--- src/rtl/shift_reg_pkg.sv ---
// Shared types and helpers for the universal shift register and its shift counter.
package shift_reg_pkg;

  typedef enum logic [1:0] {
    HOLD        = 2'd0,
    SHIFT_RIGHT = 2'd1,
    SHIFT_LEFT  = 2'd2,
    LOAD        = 2'd3
  } mode_t;

  function automatic int count_width(int w);
    return $clog2(w + 1);
  endfunction

endpackage

--- src/rtl/shift_counter.sv ---
// Counts shifts since the last load, saturating at WIDTH, with empty and done flags.
module shift_counter
  import shift_reg_pkg::*;
#(
  parameter int WIDTH = 8
) (
  input  logic                            clock,
  input  logic                            reset_n,
  input  logic                            load,
  input  logic                            shift,
  output logic [count_width(WIDTH)-1:0]   shift_count,
  output logic                            empty,
  output logic                            done
);

  localparam int CW = count_width(WIDTH);
  localparam logic [CW-1:0] FULL = CW'(WIDTH);
  localparam logic [CW-1:0] LAST = CW'(WIDTH - 1);

  logic [CW-1:0] count_p0;
  logic          empty_p0;
  logic          done_p0;

  // count/flag register stage
  always_ff @(posedge clock or negedge reset_n) begin
    if (!reset_n) begin
      count_p0 <= '0;
      empty_p0 <= 1'b1;
      done_p0  <= 1'b0;
    end else if (load) begin
      count_p0 <= '0;
      empty_p0 <= 1'b0;
      done_p0  <= 1'b0;
    end else if (shift && (count_p0 != FULL)) begin
      count_p0 <= count_p0 + CW'(1);
      if (count_p0 == LAST) begin
        empty_p0 <= 1'b1;
        done_p0  <= 1'b1;
      end else begin
        done_p0  <= 1'b0;
      end
    end else begin
      done_p0 <= 1'b0;
    end
  end

  assign shift_count = count_p0;
  assign empty       = empty_p0;
  assign done        = done_p0;

endmodule

--- src/rtl/universal_shift_register.sv ---
// WIDTH-bit universal shift register (hold/shift right/shift left/load) with shift counter.
// Optional macro USR_ROTATE_EN adds a rotate input that recirculates the shifted-out bit.
module universal_shift_register
  import shift_reg_pkg::*;
#(
  parameter int               WIDTH       = 8,
  parameter logic [WIDTH-1:0] RESET_VALUE = '0
) (
  input  logic                            clock,
  input  logic                            reset_n,
  input  logic [1:0]                      mode,
  input  logic [WIDTH-1:0]                parallel_in,
  input  logic                            serial_in_msb,
  input  logic                            serial_in_lsb,
`ifdef USR_ROTATE_EN
  input  logic                            rotate,
`endif
  output logic [WIDTH-1:0]                parallel_out,
  output logic                            serial_out_lsb,
  output logic                            serial_out_msb,
  output logic [count_width(WIDTH)-1:0]   shift_count,
  output logic                            empty,
  output logic                            done
);

  mode_t            mode_e;
  logic [WIDTH-1:0] data_p0;
  logic [WIDTH-1:0] data_next;
  logic             fill_msb;
  logic             fill_lsb;
  logic             do_load;
  logic             do_shift;

  assign mode_e = mode_t'(mode);

`ifdef USR_ROTATE_EN
  assign fill_msb = rotate ? data_p0[0]       : serial_in_msb;
  assign fill_lsb = rotate ? data_p0[WIDTH-1] : serial_in_lsb;
`else
  assign fill_msb = serial_in_msb;
  assign fill_lsb = serial_in_lsb;
`endif

  // An unknown mode matches no item and falls through to hold.
  always_comb begin
    data_next = data_p0;
    do_load   = 1'b0;
    do_shift  = 1'b0;
    case (mode_e)
      SHIFT_RIGHT: begin
        data_next = {fill_msb, data_p0[WIDTH-1:1]};
        do_shift  = 1'b1;
      end
      SHIFT_LEFT: begin
        data_next = {data_p0[WIDTH-2:0], fill_lsb};
        do_shift  = 1'b1;
      end
      LOAD: begin
        data_next = parallel_in;
        do_load   = 1'b1;
      end
      default: ;
    endcase
  end

  // data register stage
  always_ff @(posedge clock or negedge reset_n) begin
    if (!reset_n) begin
      data_p0 <= RESET_VALUE;
    end else begin
      data_p0 <= data_next;
    end
  end

  shift_counter #(
    .WIDTH (WIDTH)
  ) u_shift_counter (
    .clock       (clock),
    .reset_n     (reset_n),
    .load        (do_load),
    .shift       (do_shift),
    .shift_count (shift_count),
    .empty       (empty),
    .done        (done)
  );

  assign parallel_out   = data_p0;
  assign serial_out_lsb = data_p0[0];
  assign serial_out_msb = data_p0[WIDTH-1];

`ifndef SYNTHESIS
  mode_known_a: assert property (@(posedge clock) disable iff (!reset_n) !$isunknown(mode));
`endif

endmodule
--- config.mk ---
export PLATFORM = sky130hd
export DESIGN_NAME = universal_shift_register
export DESIGN_NICKNAME = d
export VERILOG_FILES = /design/src/rtl/shift_reg_pkg.sv /design/src/rtl/shift_counter.sv /design/src/rtl/universal_shift_register.sv
export SDC_FILE = /design/constraint.sdc
export NUM_CORES = 1
export LEC_CHECK = 0
export ABC_AREA = 1
export BUFFER_PORTS_ARGS = -buffer_cell sky130_fd_sc_hd__clkbuf_2
export CORE_AREA = 4 4 54 44
export DETAILED_ROUTE_END_ITERATION = 12
export DIE_AREA = 0 0 58 48
export PLACE_DENSITY = 0.68
export SYNTH_ARGS = -nofsm -noshare
export SYNTH_HDL_FRONTEND = slang
export SYNTH_SLANG_ARGS = --single-unit
--- constraint.sdc ---
create_clock -name clock -period 1.75 [get_ports clock]
set_input_delay 0.0875 -clock clock [delete_from_list [all_inputs] [get_ports clock]]
set_output_delay 0.0875 -clock clock [all_outputs]
set_load 0.02 [all_outputs]
==> impl_metrics.json <==
{
  "std_cell_rows": 14,
  "antenna_cells": 0,
  "antenna_found_initial": 0,
  "fin_crit_sh_pct": 73.68,
  "drive_above_1_share_pct": 28.13,
  "seqPwrFrac_pct": 44.5,
  "clk_latency_ns": 0.29,
  "dieArea_um2": 2784,
  "cts.reportedPaths.clkPinSlew_ns": 0.09,
  "drtPass1Iterations": 4,
  "syn_nets": 118,
  "place_ws_ns": 0.4490,
  "crit_required_ns": 1.96,
  "antenna_left": 0,
  "whs_endpoint": "parallel_out[2]",
  "post-route-min-period_ns": 1.289,
  "postSynthAreaPerCell_um2": 7.924,
  "tns_ns": 0,
  "wl_um": 1877,
  "synth_warnings": 0,
  "place_inst": 147,
  "clk_path_buf_depth": 2,
  "p_comb_share_pct": 32.2,
  "wire_per_inst_um": 12.35,
  "synth_area_um2": 784.5,
  "fmax_mhz": 775.6,
  "path_class": "register to register",
  "fin_cells": 152,
  "syn_to_final_growth_pct": 24.40,
  "r2r_start": "u_shift_counter.shift_count[0]",
  "drt_iter0_drc": 28,
  "r2r_cells": 7,
  "routabilityCongestion": 0.8174,
  "hold_buffers": 1,
  "p_sw_uw": 388.6,
  "tightestPinTransition_ns": 0.4979,
  "grt_usage_pct": 14.47,
  "setup_violations": 0,
  "whs_path_depth": 3,
  "ir_drop_mv": 0.4736,
  "max_slew_margin_pct": 66.80,
  "rsz0062_at_grt": "false",
  "hpwlAfterDp_um": 1409,
  "cts_buffers": 3,
  "leakage_uw": 0.0005173,
  "nNetsFinal": 148,
  "hold_viol": 0,
  "worst_hold_startpoint": "parallel_in[2]",
  "clock_sinks": 14,
  "worstSetupStartpointType": "register",
  "die_y_um": 48,
  "final_util_pct": 51.59,
  "h-tree-depth": 1,
  "outcome": "completed",
  "setup_slack_ns": 0.4607,
  "syn_inst": 99,
  "io_pins": 30,
  "skew_ns": 0.006916,
  "intPower_uw": 621.8,
  "fillers": 190,
  "yosysSeqAreaShare_pct": 44.82,
  "grt_overflow_total": 0,
  "clkPwrFrac_pct": 23.3,
  "switching_share_pct": 38.46,
  "cts_tree": "done",
  "grt_max_degree": 15,
  "end_kind": "register",
  "reg2reg_to": "u_shift_counter.done",
  "grt_pass1_wl_um": 2960,
  "drc": 0,
  "start_util_pct": 41.47,
  "whs_ns": 0.02646,
  "route.vias.total": 781,
  "synth_cell_types": 16,
  "cp.arrival_ns": 1.50,
  "r2r_setup_slack_ns": 0.46,
  "power_density_nw_per_um2": 1035,
  "synth-seq-cells": 14,
  "die_w_um": 58,
  "cts_resized": 0,
  "cts_setup_buffers": 0,
  "maxSlewViolCount": 0,
  "core_um2": 1892,
  "via_per_inst": 5.138,
  "port_buffers": 29,
  "maxCapViolCount": 0,
  "crit_fanout": 5,
  "grt_pass1_vias": 700,
  "ctsRootBufferMaster": "clkbuf_4",
  "min_path_type": "input port to register"
}
==> logic make-up after synthesis <==
logic type	synth area share [%]
compound gates	13.88
flops	44.82
simple gates	24.24
fa+ha+maj	7.974
buf+inv	9.090
==> layout make-up <==
type                            instances  area, um^2  area share (%)
Clock buffer                            4       36.28           3.718
Inverter                               11       41.29           4.231
Multi-Input combinational cell         69       361.6           37.05
Sequential cell                        14       351.6           36.03
Tap cell                               24       30.03           3.077
Timing Repair Buffer                   30       155.1           15.90
==> worst max path at each step <==
stage                                        start                        endpoint  slack, ns  cells past startpoint
floorplan           u_shift_counter.shift_count[0]           u_shift_counter.empty       0.49                      7
global placement                           mode[1]  u_shift_counter.shift_count[3]       0.51                      7
detailed placement                         mode[1]  u_shift_counter.shift_count[2]       0.45                      7
CTS                 u_shift_counter.shift_count[0]            u_shift_counter.done       0.47                      7
global route        u_shift_counter.shift_count[0]            u_shift_counter.done       0.37                      7
finish              u_shift_counter.shift_count[0]            u_shift_counter.done       0.46                      7
==> synth_stat cells (all sizes together) <==
| cell | n | area, um^2 |
|---|---|---|
| a21oi | 8 | 40.04 |
| a31oi | 8 | 50.05 |
| buf | 5 | 30.02 |
| dfrtp | 13 | 325.3 |
| dfstp | 1 | 26.28 |
| ha | 5 | 62.56 |
| inv | 11 | 41.29 |
| nand2 | 27 | 101.4 |
| nand3 | 4 | 20.02 |
| nand4 | 3 | 18.77 |
| nor2 | 10 | 45.04 |
| nor3 | 1 | 5.000 |
| o21ai | 3 | 18.77 |
==> layout by cell type, fill, tap and decap left out, types with 2 or more instances in the layout <==
master	Yosys	routed
clkbuf_2	0	29
dfrtp_1	13	13
ha_1	5	5
nand2_1	27	27
clkbuf_4	0	3
nor2_1	9	9
nand4_1	3	3
o21ai_0	2	2
a31oi_1	8	8
nand3_1	4	4
a21oi_1	8	8
inv_1	11	11
==> flip-flops by register name (all words and copies together) (netlist names) <==
signal                       count
u_shift_counter.done             1
parallel_out                     8
u_shift_counter.shift_count      4
u_shift_counter.empty            1
==> stage by stage <==
step | power (uW) | area (um^2)
floorplan | 661.6 | 784.5
global placement | 770.9 | 929.6
detailed placement | 778.7 | 929.6
CTS | 1017 | 975.9
global route | 1084 | 975.9
finish | 1010 | 975.9
==> metal layers <==
| metal | part of all wire, % | global-route usage (%) | up-vias |
|---|---|---|---|
| li1 | - | - | 385 |
| met5 | 0 | 0 | - |
| met3 | 8.7 | 6.469 | 2 |
| met2 | 48 | 25.00 | 31 |
| met1 | 42 | 16.80 | 363 |
| met4 | 0.37 | 3.704 | 0 |
==> worst max-delay path, stage by stage (launching register included) <==
cell	delay, ns
dfrtp_1	0.42
inv_1	0.10
ha_1	0.20
nand3_1	0.07
nand2_1	0.08
inv_1	0.13
nand2_1	0.10
nor2_1	0.11
==> power by group through the flow <==
stage / Clock [uW] / Sequential [uW] / Combinational (uW)
after floorplan: 0 / 514 / 148
after global placement: 0 / 451 / 320
after detailed placement: 0 / 453 / 325
after CTS: 241 / 448 / 328
after global routing: 262 / 462 / 360
final: 236 / 450 / 325
Power figures use the tool's default switching activity.
